==> src/rtl/uart_rx_cfg_if.sv <==
// Receiver-side bundle for uart_rx_cfg: serial line, frame configuration
// and decoded results. The master side drives the line and configuration;
// the slave side is the receiver itself.
// BRK_DET exists only when UART_RX_BREAK_DET_EN is defined.
interface uart_rx_cfg_if #(
    parameter int DATA_WIDTH      = 8,
    parameter int PRESCALER_WIDTH = 6
);
    logic                       RX_IN;
    logic [PRESCALER_WIDTH-1:0] Prescale;
    logic [3:0]                 DATA_LEN;
    logic                       PAR_EN;
    logic                       PAR_TYP;
    logic                       STOP2;
    logic [DATA_WIDTH-1:0]      P_DATA;
    logic                       DATA_VALID;
    logic                       PAR_ERR;
    logic                       STP_ERR;
    logic                       BUSY;
`ifdef UART_RX_BREAK_DET_EN
    logic                       BRK_DET;
`endif

    modport master (
        output RX_IN, Prescale, DATA_LEN, PAR_EN, PAR_TYP, STOP2,
        input  P_DATA, DATA_VALID, PAR_ERR, STP_ERR, BUSY
`ifdef UART_RX_BREAK_DET_EN
        , input BRK_DET
`endif
    );

    modport slave (
        input  RX_IN, Prescale, DATA_LEN, PAR_EN, PAR_TYP, STOP2,
        output P_DATA, DATA_VALID, PAR_ERR, STP_ERR, BUSY
`ifdef UART_RX_BREAK_DET_EN
        , output BRK_DET
`endif
    );
endinterface

==> src/rtl/uart_rx_cfg.sv <==
// Configurable UART receiver: runtime data length (5..DATA_WIDTH), optional
// parity, one or two stop bits, 3-sample majority voting per bit and a
// 2-flop input synchroniser. Frame configuration is captured when a start
// edge is accepted so it cannot change under a frame in flight.
// Optional break detection is enabled by defining UART_RX_BREAK_DET_EN.
module uart_rx_cfg #(
    parameter int DATA_WIDTH      = 8,
    parameter int PRESCALER_WIDTH = 6
) (
    input  logic         CLK,
    input  logic         RST,
    uart_rx_cfg_if.slave bus
);
    typedef enum logic [2:0] {IDLE, START, DATA, PARITY, STOP, DONE} state_t;

    localparam logic [PRESCALER_WIDTH-1:0] EDGE_ONE = {{(PRESCALER_WIDTH-1){1'b0}}, 1'b1};
    localparam logic [PRESCALER_WIDTH-1:0] EDGE_TWO = {{(PRESCALER_WIDTH-2){1'b0}}, 2'b10};
    localparam logic [3:0]                 LEN_MIN  = 4'd5;
    localparam logic [3:0]                 LEN_MAX  = 4'(DATA_WIDTH);

    state_t                     state, state_nxt;
    logic                       rx_m, rx_s;
    logic [PRESCALER_WIDTH-1:0] edge_cnt, pre_q, mid;
    logic [3:0]                 bit_cnt, len_q;
    logic                       par_en_q, par_typ_q, stop2_q;
    logic [2:0]                 smp;
    logic                       maj;
    logic [DATA_WIDTH-1:0]      data_r;
    logic                       par_flag, stp_flag;
    logic                       edge_last, at_dec, last_data, last_stop, start_det;
    logic                       busy, valid_nxt, par_err_nxt, stp_err_nxt;
    logic [DATA_WIDTH-1:0]      p_data_q;
    logic                       data_valid_q, par_err_q, stp_err_q;
    logic                       brk_hold;
`ifdef UART_RX_BREAK_DET_EN
    logic                       par_bit, brk_cond, brk_nxt, brk_q;
`endif

    assign mid       = pre_q >> 1;
    assign edge_last = (edge_cnt == pre_q - EDGE_ONE);
    assign at_dec    = (edge_cnt == mid + EDGE_TWO);
    assign maj       = (smp[0] & smp[1]) | (smp[0] & smp[2]) | (smp[1] & smp[2]);
    assign last_data = (bit_cnt == len_q - 4'd1);
    assign last_stop = (bit_cnt == {3'b000, stop2_q});
    assign start_det = ~rx_s & ~brk_hold;
`ifdef UART_RX_BREAK_DET_EN
    assign brk_cond  = (data_r == '0) & (~par_en_q | ~par_bit) & stp_flag;
`else
    assign brk_hold  = 1'b0;
`endif

    // Two-flop synchroniser; idles high so reset never looks like a start bit
    always_ff @(posedge CLK or negedge RST) begin
        if (!RST) begin
            rx_m <= 1'b1;
            rx_s <= 1'b1;
        end else begin
            rx_m <= bus.RX_IN;
            rx_s <= rx_m;
        end
    end

    // State register
    always_ff @(posedge CLK or negedge RST) begin
        if (!RST) state <= IDLE;
        else      state <= state_nxt;
    end

    // Next-state decision; the detection cycle counts as edge 0 of the start bit
    always_comb begin
        state_nxt = state;
        case (state)
            IDLE:    if (start_det) state_nxt = START;
            START:   if (at_dec && maj) state_nxt = IDLE;
                     else if (edge_last) state_nxt = DATA;
            DATA:    if (edge_last && last_data) state_nxt = par_en_q ? PARITY : STOP;
            PARITY:  if (edge_last) state_nxt = STOP;
            STOP:    if (at_dec && last_stop) state_nxt = DONE;
            DONE:    state_nxt = IDLE;
            default: state_nxt = IDLE;
        endcase
    end

    // Frame outcome decode, active only in the single DONE cycle
    always_comb begin
        busy        = (state != IDLE);
        valid_nxt   = 1'b0;
        par_err_nxt = 1'b0;
        stp_err_nxt = 1'b0;
`ifdef UART_RX_BREAK_DET_EN
        brk_nxt     = 1'b0;
`endif
        if (state == DONE) begin
            valid_nxt   = ~par_flag & ~stp_flag;
            par_err_nxt = par_flag;
`ifdef UART_RX_BREAK_DET_EN
            brk_nxt     = brk_cond;
            stp_err_nxt = stp_flag & ~brk_cond;
`else
            stp_err_nxt = stp_flag;
`endif
        end
    end

    // Bit timing, majority sampling, data assembly and error flags
    always_ff @(posedge CLK or negedge RST) begin
        if (!RST) begin
            edge_cnt  <= '0;
            bit_cnt   <= '0;
            pre_q     <= '0;
            len_q     <= '0;
            par_en_q  <= 1'b0;
            par_typ_q <= 1'b0;
            stop2_q   <= 1'b0;
            smp       <= '0;
            data_r    <= '0;
            par_flag  <= 1'b0;
            stp_flag  <= 1'b0;
`ifdef UART_RX_BREAK_DET_EN
            par_bit   <= 1'b0;
            brk_hold  <= 1'b0;
`endif
        end else if (state == IDLE) begin
            bit_cnt <= '0;
            if (start_det) begin
                edge_cnt  <= EDGE_ONE;
                pre_q     <= bus.Prescale;
                len_q     <= (bus.DATA_LEN < LEN_MIN || bus.DATA_LEN > LEN_MAX) ? LEN_MAX : bus.DATA_LEN;
                par_en_q  <= bus.PAR_EN;
                par_typ_q <= bus.PAR_TYP;
                stop2_q   <= bus.STOP2;
                data_r    <= '0;
                par_flag  <= 1'b0;
                stp_flag  <= 1'b0;
            end
`ifdef UART_RX_BREAK_DET_EN
            // After a break the line must be high for a whole bit before re-arming
            else if (brk_hold) begin
                if (!rx_s)                              edge_cnt <= '0;
                else if (edge_cnt == pre_q - EDGE_ONE) brk_hold <= 1'b0;
                else                                    edge_cnt <= edge_cnt + EDGE_ONE;
            end
`endif
        end else begin
            edge_cnt <= edge_last ? '0 : edge_cnt + EDGE_ONE;
            if (edge_cnt == mid - EDGE_ONE) smp[0] <= rx_s;
            if (edge_cnt == mid)            smp[1] <= rx_s;
            if (edge_cnt == mid + EDGE_ONE) smp[2] <= rx_s;
            case (state)
                DATA: begin
                    if (at_dec) begin
                        for (int i = 0; i < DATA_WIDTH; i++)
                            if (int'(bit_cnt) == i) data_r[i] <= maj;
                    end
                    if (edge_last) bit_cnt <= last_data ? 4'd0 : bit_cnt + 4'd1;
                end
                PARITY: begin
                    if (at_dec) begin
                        par_flag <= maj ^ (^data_r) ^ par_typ_q;
`ifdef UART_RX_BREAK_DET_EN
                        par_bit  <= maj;
`endif
                    end
                end
                STOP: begin
                    if (at_dec && !maj) stp_flag <= 1'b1;
                    if (edge_last)      bit_cnt  <= bit_cnt + 4'd1;
                end
`ifdef UART_RX_BREAK_DET_EN
                DONE: begin
                    edge_cnt <= '0;
                    if (brk_cond) brk_hold <= 1'b1;
                end
`endif
                default: ;
            endcase
        end
    end

    // Output registers: data and result pulses become visible together
    always_ff @(posedge CLK or negedge RST) begin
        if (!RST) begin
            p_data_q     <= '0;
            data_valid_q <= 1'b0;
            par_err_q    <= 1'b0;
            stp_err_q    <= 1'b0;
`ifdef UART_RX_BREAK_DET_EN
            brk_q        <= 1'b0;
`endif
        end else begin
            if (state == DONE) p_data_q <= data_r;
            data_valid_q <= valid_nxt;
            par_err_q    <= par_err_nxt;
            stp_err_q    <= stp_err_nxt;
`ifdef UART_RX_BREAK_DET_EN
            brk_q        <= brk_nxt;
`endif
        end
    end

    assign bus.P_DATA     = p_data_q;
    assign bus.DATA_VALID = data_valid_q;
    assign bus.PAR_ERR    = par_err_q;
    assign bus.STP_ERR    = stp_err_q;
    assign bus.BUSY       = busy;
`ifdef UART_RX_BREAK_DET_EN
    assign bus.BRK_DET    = brk_q;
`endif
endmodule

==> src/flat_wrapper.sv <==
// flat-port wrapper written by rule: the top's interface ports become plain ports
module uart_rx_cfg_flat 
#(
    parameter int DATA_WIDTH      = 8,
    parameter int PRESCALER_WIDTH = 6
)
  (CLK, RST, bus_RX_IN, bus_Prescale, bus_DATA_LEN, bus_PAR_EN, bus_PAR_TYP, bus_STOP2, bus_P_DATA, bus_DATA_VALID, bus_PAR_ERR, bus_STP_ERR, bus_BUSY);
  uart_rx_cfg_if #(.DATA_WIDTH(DATA_WIDTH), .PRESCALER_WIDTH(PRESCALER_WIDTH)) bus_i ();
  input  logic CLK;
  input  logic RST;
  input wire logic [$bits(bus_i.RX_IN)-1:0] bus_RX_IN;
  input wire logic [$bits(bus_i.Prescale)-1:0] bus_Prescale;
  input wire logic [$bits(bus_i.DATA_LEN)-1:0] bus_DATA_LEN;
  input wire logic [$bits(bus_i.PAR_EN)-1:0] bus_PAR_EN;
  input wire logic [$bits(bus_i.PAR_TYP)-1:0] bus_PAR_TYP;
  input wire logic [$bits(bus_i.STOP2)-1:0] bus_STOP2;
  output wire logic [$bits(bus_i.P_DATA)-1:0] bus_P_DATA;
  output wire logic [$bits(bus_i.DATA_VALID)-1:0] bus_DATA_VALID;
  output wire logic [$bits(bus_i.PAR_ERR)-1:0] bus_PAR_ERR;
  output wire logic [$bits(bus_i.STP_ERR)-1:0] bus_STP_ERR;
  output wire logic [$bits(bus_i.BUSY)-1:0] bus_BUSY;
  assign bus_i.RX_IN = bus_RX_IN;
  assign bus_i.Prescale = bus_Prescale;
  assign bus_i.DATA_LEN = bus_DATA_LEN;
  assign bus_i.PAR_EN = bus_PAR_EN;
  assign bus_i.PAR_TYP = bus_PAR_TYP;
  assign bus_i.STOP2 = bus_STOP2;
  assign bus_P_DATA = bus_i.P_DATA;
  assign bus_DATA_VALID = bus_i.DATA_VALID;
  assign bus_PAR_ERR = bus_i.PAR_ERR;
  assign bus_STP_ERR = bus_i.STP_ERR;
  assign bus_BUSY = bus_i.BUSY;
  uart_rx_cfg #(.DATA_WIDTH(DATA_WIDTH), .PRESCALER_WIDTH(PRESCALER_WIDTH)) u_core (.CLK(CLK), .RST(RST), .bus(bus_i));
endmodule
==> config.mk <==
export PLATFORM = sky130hd
export DESIGN_NAME = uart_rx_cfg_flat
export DESIGN_NICKNAME = d
export VERILOG_FILES = /design/src/rtl/uart_rx_cfg_if.sv /design/src/rtl/uart_rx_cfg.sv /design/src/flat_wrapper.sv
export SDC_FILE = /design/constraint.sdc
export NUM_CORES = 1
export LEC_CHECK = 0
export CORE_ASPECT_RATIO = 1.5
export CORE_MARGIN = 1.5
export CORE_UTILIZATION = 40
export DETAILED_ROUTE_END_ITERATION = 16
export PLACE_DENSITY = 0.6
export SKIP_CTS_REPAIR_TIMING = 1
export SLEW_MARGIN = 20
export SYNTH_ARGS = -nofsm -noshare
export SYNTH_HDL_FRONTEND = slang
export SYNTH_SLANG_ARGS = --single-unit
==> constraint.sdc <==
create_clock -name CLK -period 6.2 [get_ports CLK]
set_input_delay 1.24 -clock CLK [delete_from_list [all_inputs] [get_ports CLK]]
set_output_delay 1.24 -clock CLK [all_outputs]
set_load 0.05 [all_outputs]
## Word level (Yosys, flattened, before mapping)

Index checks and enable logic that the tools add are counted.

| word-level totals | value |
|---|---|
| bits of input ports | 16 |
| logic and storage cells | 153 |
| flip-flop bits (word level) | 52 |

| operators by class | value |
|---|---|
| reductions and logical operators | 40 |
| add/subtract/negate cells | 7 |
| multiplexer cells | 39 |
| $lt $le $gt $ge | 2 |
| eq/ne operators | 26 |
| bitwise operators | 12 |

Operators by type and width:

| operator | count |
|---|---|
| 8-bit two-way mux | 4 |
| 4-bit AND reduction | 8 |
| 2-bit nonzero test | 13 |
| 6-bit == test | 4 |
| 3-bit two-way mux | 7 |
| 4-bit two-way mux | 5 |
| 1-bit two-way mux | 18 |
| 6-bit two-way mux | 3 |
| 4-bit == test, second input constant | 4 |
| 3-bit case mux with 5 select lines | 1 |
| 3-bit by 1-bit inequality test with 1-bit output, second input constant | 3 |
| 3-bit AND reduction | 3 |
| 4-bit by 3-bit == test with 1-bit output, second input constant | 2 |
| 4-bit case mux with 2 select lines | 1 |
| 2-bit AND reduction | 4 |
| 8-bit XOR reduction | 1 |
| 5-bit by 1-bit adder with 6-bit output, second input constant | 1 |
| 5-bit by 2-bit adder with 6-bit output, second input constant | 1 |
| 6-bit by 1-bit adder with 6-bit output, second input constant | 1 |
| 3-bit by 2-bit == test with 1-bit output, second input constant | 2 |
| 3-bit == test, second input constant | 2 |
| 6-bit by 5-bit == test with 1-bit output | 1 |
| 2-bit by 1-bit inequality test with 1-bit output, second input constant | 3 |
| 3-bit nonzero test | 2 |
| other kinds (21) | 32 |

## Logic depth before layout (Yosys ltp)

Gate-level depths: netlist (run 1).

| depth | value |
|---|---|
| word-level depth | 8 |
| gate-level depth with buffers | 10 |
| depth with buffers taken out | 8 |

## Worst setup path after synthesis (run 1)

Ideal clock, no wire load.

| timing | value |
|---|---|
| path type | flip-flop to output port |
| start point | reg u_core.state[1] |
| end point | out bus_BUSY |
| required time | 4.960 ns |
| cell stages (with the launch flop) | 6 |
| slack | 3.706 ns |
| data arrival time | 1.254 ns |
| cell sequence | dfrtp_1 > or2_1 > buf_2 > nor2_4 > inv_1 > buf_2 |

| between the ends | value |
|---|---|
| cells in the longest elaborated chain, start to end | 1 |

Ends and longest elaborated chain:

| item | line | source |
|---|---|---|
| from (decl) | uart_rx_cfg.sv:21 | `state_t state, state_nxt;` |
| from (signal assigned) | uart_rx_cfg.sv:66 | `else state <= state_nxt;` |
| 3-bit nonzero test | uart_rx_cfg.sv:86 | `busy = (state != IDLE);` |
| to (decl) | flat_wrapper.sv:21 | `output wire logic [$bits(bus_i.BUSY)-1:0] bus_BUSY;` |

No other way between the ends.

## Worst setup path after layout (run 1)

| timing | value |
|---|---|
| start point | reg u_core.state[0] |
| end point | out bus_BUSY |

Same word-level chain as after synthesis.

==> results of run 1 <==
routing by layer:
layer | up-vias | global-route usage (%) | wire, um | share of wire [%]
li1 | 1252 | - | - | -
met1 | 1225 | 19.3 | 2850 | 39
met2 | 52 | 33.9 | 4070 | 56
met3 | 11 | 2.63 | 200 | 2.8
met4 | 0 | 5.70 | 137 | 1.9
met5 | - | 0 | 0 | 0
how the worst max path moves through the flow:
stage	from	endpoint	slack [ps]	depth (start not counted)
detailed placement	u_core.state[0]	bus_BUSY	2680	4
floorplan	u_core.state[1]	bus_BUSY	3710	5
global route	u_core.state[0]	bus_BUSY	2190	4
global placement	u_core.state[0]	bus_BUSY	2710	4
finish	u_core.state[0]	bus_BUSY	2350	4
CTS	u_core.state[0]	bus_BUSY	2360	4
power groups by stage:
stage	registers, mW	clock network [mW]	logic, mW
floorplan	0.480	0	0.796
global placement	0.579	0	0.873
detailed placement	0.584	0	0.891
CTS	0.578	0.275	0.895
global route	0.597	0.285	0.997
finish	0.578	0.263	0.887
registers in the layout, summed over array words and instances, names as in the netlist, 3 cells and up:
register           flops
u_core.smp             3
u_core.data_r          8
u_core.bit_cnt         4
u_core.edge_cnt        6
u_core.bus.P_DATA      8
u_core.len_q           4
u_core.pre_q           6
u_core.state           3
area by class of cell:
type,instances,area [um2],share of cell area [%]
Tap cell,105,131,3.48
Multi-Input combinational cell,265,1870,49.7
Sequential cell,52,1300,34.6
Clock inverter,1,5.00,0.133
Timing Repair Buffer,28,273,7.23
Inverter,14,52.6,1.39
Clock buffer,7,133,3.52
cell families after synthesis:
logic type,count (synthesis),synth area share (%)
adders and majority gates,14,5.19
buffers and inverters,37,4.59
muxes,19,6.21
AOI/OAI and AO/OA,65,14.2
DFF,52,39.2
xor gates and xnor gates,35,10.4
and+or+nand+nor,132,20.2
metrics by stage:
stage | setup slack [ps] | hold WS (ps) | cells | cell area, um2
5_1_grt | 2190 | 359 | 472 | 3770
4_1_cts | 2360 | 358 | 472 | 3770
3_5_place_dp | 2680 | 348 | 464 | 3630
3_3_place_gp | 2710 | 347 | 464 | 3630
6_report | 2350 | 357 | 472 | 3770
2_1_floorplan | 3710 | 345 | 354 | 3320
Yosys cell counts (2+ instances only):
| cell | count |
|---|---|
| dfrtp_1 | 50 |
| nand2_1 | 50 |
| xnor2_1 | 22 |
| nor2_1 | 19 |
| nand3_1 | 17 |
| o21ai_0 | 17 |
| inv_1 | 14 |
| ha_1 | 13 |
| mux2_2 | 12 |
| buf_2 | 11 |
| clkbuf_1 | 11 |
| nor3_1 | 9 |
| xor2_1 | 9 |
| a21oi_1 | 6 |
| mux2i_1 | 6 |
| nor2b_1 | 5 |
| nand2b_1 | 4 |
| o21a_1 | 4 |
| o21ai_1 | 4 |
| a21boi_0 | 3 |
| a21o_1 | 3 |
| and3_1 | 3 |
| nand3b_1 | 3 |
| nor3b_1 | 3 |
| o31ai_1 | 3 |
| a211oi_1 | 2 |
| a22o_1 | 2 |
| a32o_1 | 2 |
| dfstp_2 | 2 |
| nand4_1 | 2 |
| nand4b_1 | 2 |
| nor4_1 | 2 |
| o211ai_1 | 2 |
| o311ai_0 | 2 |
| or2_1 | 2 |
| or2_2 | 2 |
| xor2_2 | 2 |
critical path: stages (launching register included):
cell             delay [ps]
dfrtp_1                 490
or2_1                   380
nor2_4                  380
inv_1                   290
clkdlybuf4s50_1         780
==> flow_summary.yaml, run 1 <==
synthesis:
  ys_seq_area_share_pct: 39.2
  synth_ff_type: "dfrtp_1"
  yosys.area.top_type: "dfrtp_1"
  yosysTopAreaCellShare_pct: 37.6
  synthTopCellsByArea: "dfrtp_1 (38%), xnor2_1 (5.8%), nand2_1 (5.6%)"
  synth.distinct_cells: 66
  avgSynthCellArea_um2: 9.39
  yosys_register_bits: 52
  yosys_warnings: 0
  syn_area_um2: 3320
  synth_edf_count: 0
  synthArstFlopShare_pct: 100
  netlist_instances: 354
  synth.net_count: 383
grt:
  first_global_vias: 2524
  grt_max_degree: 53
  overflow: 0
  grt_use_total_pct: 17.5
  grt_pass1_wl_mm: 12.2
  antenna_found_initial: 0
timing:
  hold_viol_final: 0
  post-route-min-period_ps: 3850
  setup_viol: 0
  max_freq_ghz: 0.260
  setup-tns-final_ps: 0
  drv_slew: 0
  maxSlewHeadroom_pct: 50.6
  post-route-period-util_pct: 62.1
  rsz0062_at_grt: "false"
  finalClockSkew_ps: 3.45
  worst_slew_pin_slew_ps: 740
die:
  die_area_um2: 8880
  num_rows: 40
  initial_utilization_pct: 41.3
  die_x_um: 77.4
  ios: 28
  die_h_um: 115
  fp.coreArea_um2: 8060
critical_path:
  cp-end-kind: "primary output"
  start_kind: "flip-flop"
  r2r_end: "u_core.smp[0]"
  rr_worst_depth: 8
  r2r-start: "u_core.pre_q[3]"
  ff2ff_setup_slack_ps: 3600
  critPathMaxFanout: 19
  required_ps: 4960
  worstSetupPathType: "reg -> out"
  critPathArrivalTime_ps: 2610
power:
  ir_drop_mv: 0.247
  p_seq_share_pct: 33.5
  p_switching_mw: 0.789
  combPwrFrac_pct: 51.3
  cellLeakagePower_nw: 1.61
  p_clk_share_pct: 15.2
  power.internal_mw: 0.939
  power_density_nw_per_um2: 458
  p_total_mw: 1.73
  switching_share_pct: 45.6
worst_hold_path:
  whs_endpoint: "u_core.rx_s"
  holdCritPathClass: "reg -> reg"
  holdPathStages: 0
  worstHoldStart: "u_core.rx_m"
cts:
  cts_sinks: 52
  clockBufferDepth: 2
  clkSlewWorstSetupHoldPaths_ps: 60
  cts_max_level: 2
  cts_tree: "yes"
  clk_latency_ps: 290
  numCtsBuffers: 5
  clockRootBuffer: "clkbuf_16"
placed_design:
  gp_congestion: 0.943
  io_buffer_count: 27
  place_hpwl_mm: 5.46
drt:
  postRouteAntennaNets: 0
  avgRoutedWirePerCell_um: 15.4
  wl_mm: 7.25
  vias: 2540
  viasPerCell: 5.38
  drc_errors: 0
  firstDrtPassIters: 4
  drtIter0Drc: 79
cells_and_area:
  drive_gt1_share_pct: 10.1
  antenna_cells: 0
  syn_to_final_growth_pct: 13.4
  fillers: 804
  fin_util_pct: 46.8
  fin_nets: 395
  final_cell_mix: "nand2_1 (50), dfrtp_1 (50), clkdlybuf4s50_1 (26)"
outcome:
  status: "finished clean"
run:
  drv.max_cap_violation_count: 0
No activity file was read; power rests on OpenSTA's default activity.
==> run 2: changes to the inputs <==
==> constraint.sdc (replaced) <==
create_clock -name CLK -period 3.9 [get_ports CLK]
set_input_delay 0.78 -clock CLK [delete_from_list [all_inputs] [get_ports CLK]]
set_output_delay 0.78 -clock CLK [all_outputs]
set_load 0.05 [all_outputs]
==> flow_summary.yaml, run 2 (synthesis results as in run 1) <==
outcome:
  status: "finished clean"
grt:
  first_global_vias: 2556
  antenna_found_initial: 0
  overflow: 0
  grt_max_degree: 28
  grt_pass1_wl_mm: 12.3
  grt_use_total_pct: 17.9
cts:
  numCtsBuffers: 5
  cts_max_level: 2
  clockBufferDepth: 2
  cts_sinks: 52
  clkSlewWorstSetupHoldPaths_ps: 70
  clockRootBuffer: "clkbuf_16"
  clk_latency_ps: 300
  cts_tree: "yes"
die:
  fp.coreArea_um2: 8060
  die_area_um2: 8880
  die_h_um: 115
  die_x_um: 77.4
  num_rows: 40
  initial_utilization_pct: 41.3
  ios: 28
critical_path:
  ff2ff_setup_slack_ps: 1300
  critPathMaxFanout: 19
  start_kind: "flip-flop"
  cp-end-kind: "primary output"
  required_ps: 3120
  worstSetupPathType: "reg -> out"
  critPathArrivalTime_ps: 2630
cells_and_area:
  fin_nets: 396
  fin_area_um2: 3780
  antenna_cells: 0
  syn_to_final_growth_pct: 13.8
  drive_gt1_share_pct: 10.6
  final_cell_mix: "nand2_1 (50), dfrtp_1 (50), clkdlybuf4s50_1 (26)"
  finalNonFillerCells: 473
  fillers: 803
  fin_util_pct: 47.0
drt:
  wl_mm: 7.29
  avgRoutedWirePerCell_um: 15.4
  drtIter0Drc: 116
  postRouteAntennaNets: 0
  firstDrtPassIters: 4
  vias: 2533
  drc_errors: 0
  viasPerCell: 5.36
power:
  p_switching_mw: 1.27
  switching_share_pct: 46.0
  combPwrFrac_pct: 50.9
  p_seq_share_pct: 33.1
  power_density_nw_per_um2: 733
  power.internal_mw: 1.50
  p_clk_share_pct: 15.9
  ir_drop_mv: 0.378
  cellLeakagePower_nw: 1.62
placed_design:
  io_buffer_count: 27
  gp_congestion: 0.961
  place_area_um2: 3640
  place_inst: 465
  place_hpwl_mm: 5.60
timing:
  maxSlewHeadroom_pct: 50.8
  rsz0062_at_grt: "false"
  hold_slack_ps: 358
  drv_slew: 0
  finalClockSkew_ps: 9.75
  max_freq_ghz: 0.293
  post-route-period-util_pct: 87.4
  setup-tns-final_ps: 0
  post-route-min-period_ps: 3410
  setup_viol: 0
  worst_slew_pin_slew_ps: 738
  hold_viol_final: 0
worst_hold_path:
  holdCritPathClass: "reg -> reg"
run:
  drv.max_cap_violation_count: 0
[run 2: power by group through the flow]
stage	combinational [mW]	sequential, mW	clock (mW)
final	1.41	0.918	0.442
after global routing	1.58	0.954	0.480
after CTS	1.42	0.916	0.462
after detailed placement	1.42	0.927	0
after global placement	1.39	0.920	0
after floorplan	1.27	0.763	0
[run 2: worst paths after layout]
path | start | cells after the start | to
setup reg to reg | u_core.pre_q[3] | 9 | u_core.edge_cnt[1]
max in group asynchronous | RST | 2 | u_core.rx_s
hold / removal | u_core.rx_m | 0 | u_core.rx_s
setup / recovery | u_core.state[0] | 4 | bus_BUSY
min in group asynchronous | RST | 1 | u_core.bit_cnt[2]
hold reg to reg | u_core.rx_m | 0 | u_core.rx_s
[run 2: per-stage QoR]
stage	power, mW	setup slack (ps)
2_1_floorplan	2.03	1720
3_3_place_gp	2.31	897
3_5_place_dp	2.35	836
4_1_cts	2.80	504
5_1_grt	3.01	330
6_report	2.77	491
[run 2: cell type report]
cell class	count	area, um2	area share [%]
well taps	105	131	3.47
multi-input cells	265	1870	49.4
flip-flops and latches	52	1300	34.5
repair buffers	29	280	7.41
clock buffers	5	125	3.31
inverters	14	52.6	1.39
clock inverters	3	22.5	0.595
[run 2: critical path, stage by stage, from the launching register on]
cell and delay, ps:
dfrtp_1 500, or2_1 380, nor2_4 390, inv_1 290, clkdlybuf4s50_1 780
[run 2: metal layers]
layer  wire, um  vias up  share of wire, %  track usage, %
met1       2900     1228                40            19.1
met2       4060       40                56            34.6
met3        154       13               2.1            2.55
li1           -     1252                 -               -
met4        178        0               2.4            7.76
met5          0        -                 0               0
